**src/rtl/hazard_log_writer_if.sv**
```systemverilog
// ============================================================================
// Module      : hazard_log_writer_if
// Description : Drain port of the RAW-hazard log. The writer drives the
//               head entry, its valid flag and the fill level; the reader
//               drives log_ready.
// Revision    : 1.0 - initial release
// ============================================================================
`default_nettype none

interface hazard_log_writer_if #(
  parameter int SEQ_W = 8,
  parameter int DEPTH = 8
);
  logic                     log_valid;
  logic                     log_ready;
  logic [SEQ_W+3:0]         log_data;
  logic [$clog2(DEPTH):0]   log_count;

  modport master (
    output log_valid,
    output log_data,
    output log_count,
    input  log_ready
  );

  modport slave (
    input  log_valid,
    input  log_data,
    input  log_count,
    output log_ready
  );
endinterface

`default_nettype wire

```
**src/rtl/hazard_log_writer.sv**
```systemverilog
// ============================================================================
// Module      : hazard_log_writer
// Description : Producer side of the RAW-hazard log for the 5-stage pipeline.
//               Compares ID source registers against EX/MEM destinations,
//               flags hazards and logs one entry per hazarded instruction
//               into a show-ahead circular buffer drained via logIf.
//               Optional macro HAZARD_LOG_DISPLAY_EN prints each logged entry
//               in simulation; hardware is identical either way.
// Revision    : 1.0 - initial release
// ============================================================================
`default_nettype none

module hazard_log_writer #(
  parameter int REG_AW = 3,
  parameter int SEQ_W  = 8,
  parameter int DEPTH  = 8,
  parameter int DROP_W = 8
) (
  input  wire logic              clk,
  input  wire logic              rst_n,
  input  wire logic              clear,
  input  wire logic              id_valid,
  input  wire logic              id_advance,
  input  wire logic [REG_AW-1:0] id_rs1,
  input  wire logic [REG_AW-1:0] id_rs2,
  input  wire logic [REG_AW-1:0] ex_rd,
  input  wire logic              ex_regwrite,
  input  wire logic [REG_AW-1:0] mem_rd,
  input  wire logic              mem_regwrite,
  output logic                   hazard_now,
  output logic                   overflow,
  output logic [DROP_W-1:0]      drop_count,
  hazard_log_writer_if.master    logIf
);

  localparam int                  c_PTR_W    = $clog2(DEPTH);
  localparam logic [c_PTR_W:0]    c_FULL_CNT = (c_PTR_W+1)'(DEPTH);

  // Storage and bookkeeping
  logic [SEQ_W+3:0]     r_mem [DEPTH];
  logic [c_PTR_W-1:0]   r_wrPtr;
  logic [c_PTR_W-1:0]   r_rdPtr;
  logic [c_PTR_W:0]     r_count;
  logic [SEQ_W-1:0]     r_seq;
  logic                 r_logged;
  logic                 r_overflow;
  logic [DROP_W-1:0]    r_dropCount;

  // Hazard detection
  logic w_ex1, w_mem1, w_ex2, w_mem2;
  logic w_rs1Hit, w_rs1Dist, w_rs2Hit, w_rs2Dist;
  logic w_push, w_pop, w_full, w_write, w_drop;
  logic [SEQ_W+3:0] w_entry;

  // Compare each ID source against both in-flight producers
  always_comb begin
    w_ex1      = ex_regwrite  && (ex_rd  == id_rs1);
    w_mem1     = mem_regwrite && (mem_rd == id_rs1);
    w_ex2      = ex_regwrite  && (ex_rd  == id_rs2);
    w_mem2     = mem_regwrite && (mem_rd == id_rs2);
    w_rs1Hit   = w_ex1 | w_mem1;
    w_rs2Hit   = w_ex2 | w_mem2;
    // Nearest producer wins; a source with no hit reports distance 0
    w_rs1Dist  = !w_ex1 && w_mem1;
    w_rs2Dist  = !w_ex2 && w_mem2;
    hazard_now = id_valid && (w_rs1Hit || w_rs2Hit);
    w_entry    = {r_seq, w_rs1Hit, w_rs1Dist, w_rs2Hit, w_rs2Dist};
    w_push     = hazard_now && !r_logged;
    w_pop      = (r_count != '0) && logIf.log_ready;
    w_full     = (r_count == c_FULL_CNT);
    // A full buffer still accepts an entry if the head leaves in the same cycle
    w_write    = w_push && (!w_full || w_pop);
    w_drop     = w_push && w_full && !w_pop;
  end

  // Buffer storage; clear and reset discard the in-flight entry
  always_ff @(posedge clk) begin
    if (rst_n && !clear && w_write) begin
      r_mem[r_wrPtr] <= w_entry;
    end
  end

  // Pointers, fill level, sequence tracking and drop statistics
  always_ff @(posedge clk) begin
    if (!rst_n) begin
      r_wrPtr     <= '0;
      r_rdPtr     <= '0;
      r_count     <= '0;
      r_seq       <= '0;
      r_logged    <= 1'b0;
      r_overflow  <= 1'b0;
      r_dropCount <= '0;
    end else begin
      if (id_valid && id_advance) begin
        r_seq <= r_seq + 1'b1;
      end
      // Advance wins over a coincident push so the next instruction can log
      if (id_advance) begin
        r_logged <= 1'b0;
      end else if (w_push) begin
        r_logged <= 1'b1;
      end

      if (clear) begin
        r_wrPtr     <= '0;
        r_rdPtr     <= '0;
        r_count     <= '0;
        r_overflow  <= 1'b0;
        r_dropCount <= '0;
      end else begin
        if (w_write) begin
          r_wrPtr <= r_wrPtr + 1'b1;
        end
        if (w_pop) begin
          r_rdPtr <= r_rdPtr + 1'b1;
        end
        if (w_write && !w_pop) begin
          r_count <= r_count + 1'b1;
        end else if (!w_write && w_pop) begin
          r_count <= r_count - 1'b1;
        end
        if (w_drop) begin
          r_overflow <= 1'b1;
          if (r_dropCount != '1) begin
            r_dropCount <= r_dropCount + 1'b1;
          end
        end
      end
    end
  end

`ifdef HAZARD_LOG_DISPLAY_EN
  // Simulation trace of every entry that lands in the buffer
  always_ff @(posedge clk) begin
    if (rst_n && !clear && w_write) begin
      $display("%b %b -- RAW seq=%0d", w_rs1Hit, w_rs2Hit, r_seq);
    end
  end
`else
  // Trace disabled: no simulation printing
`endif

  assign logIf.log_valid = (r_count != '0);
  assign logIf.log_data  = r_mem[r_rdPtr];
  assign logIf.log_count = r_count;
  assign overflow        = r_overflow;
  assign drop_count      = r_dropCount;

endmodule

`default_nettype wire

```
**src/flat_wrapper.sv**
```systemverilog
// flat-port wrapper written by rule: the top's interface ports become plain ports
module hazard_log_writer_flat 
#(
  parameter int REG_AW = 3,
  parameter int SEQ_W  = 8,
  parameter int DEPTH  = 8,
  parameter int DROP_W = 8
)
  (clk, rst_n, clear, id_valid, id_advance, id_rs1, id_rs2, ex_rd, ex_regwrite, mem_rd, mem_regwrite, hazard_now, overflow, drop_count, logIf_log_valid, logIf_log_data, logIf_log_count, logIf_log_ready);
  hazard_log_writer_if #(.SEQ_W(SEQ_W), .DEPTH(DEPTH)) logIf_i ();
  input  wire logic clk;
  input  wire logic rst_n;
  input  wire logic clear;
  input  wire logic id_valid;
  input  wire logic id_advance;
  input  wire logic [REG_AW-1:0] id_rs1;
  input  wire logic [REG_AW-1:0] id_rs2;
  input  wire logic [REG_AW-1:0] ex_rd;
  input  wire logic ex_regwrite;
  input  wire logic [REG_AW-1:0] mem_rd;
  input  wire logic mem_regwrite;
  output logic hazard_now;
  output logic overflow;
  output logic [DROP_W-1:0] drop_count;
  output wire logic [$bits(logIf_i.log_valid)-1:0] logIf_log_valid;
  output wire logic [$bits(logIf_i.log_data)-1:0] logIf_log_data;
  output wire logic [$bits(logIf_i.log_count)-1:0] logIf_log_count;
  input wire logic [$bits(logIf_i.log_ready)-1:0] logIf_log_ready;
  assign logIf_log_valid = logIf_i.log_valid;
  assign logIf_log_data = logIf_i.log_data;
  assign logIf_log_count = logIf_i.log_count;
  assign logIf_i.log_ready = logIf_log_ready;
  hazard_log_writer #(.REG_AW(REG_AW), .SEQ_W(SEQ_W), .DEPTH(DEPTH), .DROP_W(DROP_W)) u_core (.clk(clk), .rst_n(rst_n), .clear(clear), .id_valid(id_valid), .id_advance(id_advance), .id_rs1(id_rs1), .id_rs2(id_rs2), .ex_rd(ex_rd), .ex_regwrite(ex_regwrite), .mem_rd(mem_rd), .mem_regwrite(mem_regwrite), .hazard_now(hazard_now), .overflow(overflow), .drop_count(drop_count), .logIf(logIf_i));
endmodule
```
**config.mk**
```make
export PLATFORM = sky130hd
export DESIGN_NAME = hazard_log_writer_flat
export DESIGN_NICKNAME = d
export VERILOG_FILES = /design/src/rtl/hazard_log_writer_if.sv /design/src/rtl/hazard_log_writer.sv /design/src/flat_wrapper.sv
export SDC_FILE = /design/constraint.sdc
export NUM_CORES = 1
export LEC_CHECK = 0
export ABC_AREA = 1
export CORE_ASPECT_RATIO = 0.8
export CORE_MARGIN = 2
export CORE_UTILIZATION = 60
export CTS_BUF_LIST = sky130_fd_sc_hd__clkbuf_16
export DETAILED_ROUTE_END_ITERATION = 12
export PLACE_DENSITY = 0.82
export SLEW_MARGIN = 30
export SYNTH_ARGS = -nofsm -noshare
export SYNTH_HDL_FRONTEND = slang
export SYNTH_SLANG_ARGS = --single-unit
```
**constraint.sdc**
```tcl
create_clock -name clk -period 7.2 [get_ports clk]
set_input_delay 1.08 -clock clk [delete_from_list [all_inputs] [get_ports clk]]
set_output_delay 1.08 -clock clk [all_outputs]
set_load 0.005 [all_outputs]
```
[Word-level counts from Yosys, hierarchy flattened]
Memories as Yosys holds them, arrays and structs flattened. A register that Yosys moved wholly into a read port is not among the register bits.
Cells that the tools add are included.
Cells by class
  $add $sub $neg: 6
  eq/ne operators: 6
  multiplexer cells: 6
  bitwise gates (word level): 3
  reductions and logical operators: 31
Operators with widths (number)
  1-bit logical AND: 17
  8-bit by 1-bit adder with 8-bit output (second input constant): 2
  3-bit == test: 4
  4-bit 2-to-1 mux: 2
  8-bit inequality test (second input constant): 1
  1-bit logical NOT: 7
  3-bit by 1-bit adder with 3-bit output (second input constant): 2
  3-bit 2-to-1 mux: 2
  4-bit by 1-bit adder with 4-bit output (second input constant): 1
  4-bit == test (second input constant): 1
  4-bit nonzero test: 1
  2-bit OR reduction: 2
  4-bit by 1-bit subtractor with 4-bit output (second input constant): 1
  1-bit logical OR: 2
  1-bit 2-to-1 mux: 2
  1-bit bitwise OR: 2
  2-bit AND reduction: 1
  2-bit nonzero test: 1
  1-bit NOT: 1
Storage, ports and cells
  register bits: 28
  RAM bits: 96
  bits of input ports: 20
  output and inout bits: 27
  logic and storage cells: 60
  memories kept: 1
Memories
  u_core.r_mem: depth 8, width 12, read ports 1, clocked after memory_dff 1, write ports 1, line hazard_log_writer.sv:40  | logic [SEQ_W+3:0] r_mem [DEPTH];

[Logic depth before layout (Yosys ltp)]
  word-level depth: 11
  mapped depth: 21
  gate-level depth less buffers: 21

[Least setup slack after synthesis]
OpenSTA, ideal clock, no wires.
  kind: input port to flip-flop
  start point: input port id_rs2[0]
  end point: register u_core.r_count[3], in the netlist u_core.logIf.log_count[3]
  setup time: 0.120 ns
  arrival: 3.004 ns
  required time: 7.080 ns
  setup slack: 4.076 ns
  cell stages on the path: 21
  buffers on the path: 0
  cell sequence: inv_1 -> nand2_1 -> nand3_1 -> inv_1 -> nand2_1 -> nand2_2 -> nor2_2 -> nor2_8 -> nand2_1 -> nor2_2 -> ha_1 -> inv_1 -> ha_1 -> nand2_1 -> nand2_1 -> a21oi_1 -> nor2_1 -> nor2_1 -> nand2_1 -> o21ai_0 -> a21oi_1
On the way
  word-level cells in the longest chain between the ends: 10
  elaborated cells on any way between the ends: 14
  classes of those cells: eq/ne: 2; mux: 1; bitwise: 1; reduce/logical: 10
RTL lines
  from (decl): line flat_wrapper.sv:17  | input wire logic [REG_AW-1:0] id_rs2;
  3-bit == test (on tied branches): line hazard_log_writer.sv:59, hazard_log_writer.sv:60
  1-bit logical AND (on tied branches): line hazard_log_writer.sv:59, hazard_log_writer.sv:60
  1-bit bitwise OR *: line hazard_log_writer.sv:62  | w_rs2Hit = w_ex2 | w_mem2;
  net u_core.w_rs2Hit: line hazard_log_writer.sv:51  | logic w_rs1Hit, w_rs1Dist, w_rs2Hit, w_rs2Dist;
  1-bit logical OR *: line hazard_log_writer.sv:66  | hazard_now = id_valid && (w_rs1Hit || w_rs2Hit);
  1-bit logical AND *: line hazard_log_writer.sv:66
  net hazard_now: line flat_wrapper.sv:22  | output logic hazard_now;
  1-bit logical AND *: line hazard_log_writer.sv:68  | w_push = hazard_now && !r_logged;
  1-bit logical AND *: line hazard_log_writer.sv:72  | w_write = w_push && (!w_full || w_pop);
  net u_core.w_write: line hazard_log_writer.sv:52  | logic w_push, w_pop, w_full, w_write, w_drop;
  1-bit logical NOT: line hazard_log_writer.sv:119  | end else if (!w_write && w_pop) begin
  1-bit logical AND: line hazard_log_writer.sv:119
  2-bit nonzero test (no source line)
  to (signal assigned): line hazard_log_writer.sv:118  | r_count <= r_count + 1'b1;
  to (signal assigned): line hazard_log_writer.sv:120  | r_count <= r_count - 1'b1;
  to (decl): line hazard_log_writer.sv:43  | logic [c_PTR_W:0] r_count;
The timed path passes the listed nets; every way through them passes the cells marked *.
A chain may end at the register's enable or synchronous reset.

==> reports/summary.txt <==
Count of input and output buffers: 46
Number of endpoints with negative hold slack in the final report: 0
Switching power: 411 uW
Detailed-router iteration count before antenna repair: 5
Maximum clock path buffer count: 2
DRC errors left: 0
Worst hold margin: 0.470 ns
Number of warning messages in the yosys log: 0
Kind of path behind the tightest hold check: reg2reg
Number of antenna violations at the first check in global routing: 0
Sinks on the clock net: 127
Total inserted antenna cells: 0
Max-slew headroom: 0.447
Post-cts gate resize count: 0
GR Layer Usage met3: 0.0651
Hold buffer count at CTS: 0
Seq. cell area: 3500 um2
Post-detailed-route count of antenna-violating nets: 0
Die Outline Area: 9910 um2
Met2 Use GR: 0.466
Gate Count Post-Synth: 555
Capture point of the critical path: logIf_log_data[9]
Share of synthesized area occupied by flip-flops and latches: 0.640
Outcome: finished, final reports clean
Cell depth of the worst min-delay path: 2
Peak Freq: 243 MHz
Final cell count without fillers: 740
I/O pins: 47
DP HPWL: 7360 um
Setup TNS after final layout: 0 ns
Cell Area, Placed: 6080 um2
Share of power burned in combinational logic: 0.081
Total of flip-flops plus latches after synthesis: 127
Maximum number of pins on one net before global-route repair: 50
Critical Path Max Stage Delay: 0.64 ns
Clk_skew: 0.00725 ns
Layout fillers: 570
Cell depth of the worst flop-to-flop path: 15
Critical path's top delay family: buffers and inverters
Wire length of the first global-routing pass: 19700 um
Height of the chip: 89.4 um
Initial DRC Count: 381
Number of nets in the layout: 640
Buf/Inv on CP: 3
Power per cell area: 275 nW/um2
Number of buffers inserted during clock tree synthesis: 17
Routing layer with the top usage in global route: met2
Transition time of the tightest slew-check pin: 0.828 ns
Worst IR Drop VDD: 0.175 mV
Setup fix buffers added after clock tree synthesis: 0
Initial Util: 0.611
Clk Latency, worst-skew pair: 0.41 ns
Classification of the worst setup path: reg2out
Slowest cell on the critical path: inv_1
Data arrival time at the worst-slack endpoint: 3.04 ns
Synthesized area divided by synthesized cell count: 9.86 um2
Count of cell types in the netlist: 29
Overflow left after global routing: 0
Avg Vias per Cell: 5.66
Number of nets in the synthesized netlist: 583
Worst endpoint required time: 6.12 ns
Predominant post-synthesis flop cell: edfxtp_1
Share of total power in sequential cells: 0.433
Final Critical Period: 4.12 ns
Static leakage power: 0.00253 uW
Sw Share: 0.223
Total routing usage reported by global routing: 0.264
CTS tree: yes
Path length in cells of the critical path: 7
Area of the multi-input gates: 1710 um2
Worst Path Max Fanout: 25
Number of H-tree levels: 4
Capture instance of the worst register-to-register path: u_core.logIf.log_count[3]$_SDFFE_PP0P_
Number of maximum-capacitance violations: 0
GR Layer Usage met1: 0.319
Routed wire length per instance: 17.1 um
Share of cells above drive strength 1: 0.0928
Post-synthesis instance area: 5470 um2
DP Cell Count: 708
Crit path launch type: flip-flop
Clock transition at the registers of the reported paths: 0.05 ns
Area growth from synthesis to layout: 22.5%
Setup slack, reg-to-reg: 4.77 ns
Post-synth EDFFs: 96
Number of global-route vias before repair: 4012
Root buffer cell: clkbuf_16
Final slew viol count: 0
Via count of the routed design: 4187
Total wire length: 12600 um
FF-to-FF Start: u_core.logIf.log_count[0]$_SDFFE_PP0P_
Pint: 1430 uW
Row count: 31
Share of total power in the clock network: 0.486
RSZ-0062 raised after global routing: false
Kind of end point of the critical path: output pin
Setup-violating endpoint count in the final report: 0
Post-route standard cell area excluding fillers: 6700 um2
Crit share post-route: 0.572
Global placement routability congestion: 0.882
Die boundary width: 111 um
Cells traversed along the worst timing path: buf_4 -> inv_1 -> o21ai_0 -> o22ai_1 -> nor2_1 -> a31oi_1 -> clkdlybuf4s50_1
CORE AREA: 8960 um2
Fraction of registers with async set or reset after synthesis: 0
[worst min-delay path by stage]
stage / slack (ns) / startpoint / end
4_1_cts: 0.47 / u_core.r_rdPtr[2]$_SDFFE_PP0N_ / flip-flop
3_3_place_gp: 0.45 / u_core.r_rdPtr[2]$_SDFFE_PP0N_ / u_core.r_rdPtr[2]$_SDFFE_PP0N_
6_report: 0.47 / u_core.r_rdPtr[2]$_SDFFE_PP0N_ / flip-flop
5_1_grt: 0.49 / u_core.overflow$_SDFFE_PP0P_ / u_core.overflow$_SDFFE_PP0P_
2_1_floorplan: 0.43 / u_core.r_rdPtr[2]$_SDFFE_PP0N_ / flip-flop
3_5_place_dp: 0.46 / u_core.r_rdPtr[2]$_SDFFE_PP0N_ / flip-flop
[metrics by stage]
| step | worst slack (ns) | util | power [uW] |
|---|---|---|---|
| 6_report | 3.08 | 0.748 | 1840 |
| 3_5_place_dp | 3.17 | 0.679 | 957 |
| 4_1_cts | 3.15 | 0.748 | 1850 |
| 5_1_grt | 3.04 | 0.748 | 1900 |
| 2_1_floorplan | 4.08 | - | 897 |
| 3_3_place_gp | 3.26 | 0.679 | 951 |
[cell usage after synthesis (all sizes together) (7+ instances only)]
library cell	number	area, um2
nand3	20	100
nor2	138	549
ha	7	87.6
o21ai	60	300
a31oi	12	75.1
edfxtp	96	2880
a21oi	22	114
inv	49	184
clkbuf	17	63.8
o22ai	12	75.1
nand2	78	298
dfxtp	31	621
[power groups by stage]
| stage | sequential (uW) | clock [uW] | combinational [uW] |
|---|---|---|---|
| floorplan | 812 | 0 | 85.1 |
| global placement | 812 | 0 | 139 |
| detailed placement | 813 | 0 | 144 |
| CTS | 798 | 899 | 148 |
| global route | 799 | 933 | 165 |
| finish | 798 | 895 | 149 |
[flip-flops by register name, indices dropped and copies added (netlist names), named ones only]
| signal | count |
|---|---|
| u_core.r_logged | 1 |
| u_core.r_mem | 96 |
| u_core.drop_count | 8 |
| u_core.overflow | 1 |
| u_core.logIf.log_count | 4 |
| u_core.r_wrPtr | 3 |
| u_core.r_rdPtr | 3 |
| u_core.r_seq | 8 |
[placed cells by master (no fill, tap or decap), drive strengths merged]
cell type / count
fa: 1
dfxtp: 31
nor3: 2
clkdlybuf4s50: 46
clkinvlp: 3
o22ai: 12
nand4: 2
nand3: 20
a21oi: 22
clkbuf: 17
ha: 7
inv: 51
xor2: 3
nand2: 78
buf: 11
bufinv: 4
nor2: 138
nand3b: 1
a31oi: 12
o21ai: 60
edfxtp: 96
or2: 1
clkinv: 6
a211oi: 1
[worst reg2reg max path: cells and delay by family (launching register included)]
| kind | cells | cell delay [ns] |
|---|---|---|
| AOI/OAI and AO/OA | 3 | 0.39 |
| adders and majority gates | 2 | 0.48 |
| buffers and inverters | 1 | 0.12 |
| DFF | 1 | 0.36 |
| and+or+nand+nor | 9 | 0.98 |
[metal layers]
layer | vias to the layer above | share of wire
met3 | 30 | 0.089
met5 | - | 0
met4 | 0 | 0.021
li1 | 2001 | -
met2 | 202 | 0.49
met1 | 1954 | 0.40
[cell families after synthesis]
kind of cell | Yosys count | synth area share
adders and majority gates | 8 | 0.0197
AOI/OAI and AO/OA | 107 | 0.104
and+or+nand+nor | 242 | 0.183
DFF | 127 | 0.640
xor gates and xnor gates | 3 | 0.00480
buffers and inverters | 68 | 0.0480
[cell type report]
cell class / count / share of cell area
multi-input cells: 360 / 0.255
repair buffers: 57 / 0.0810
inverters: 49 / 0.0274
flip-flops and latches: 127 / 0.523
clock buffers: 17 / 0.0635
well taps: 115 / 0.0215
clock inverters: 15 / 0.0293
Power figures use the tool's default switching activity.
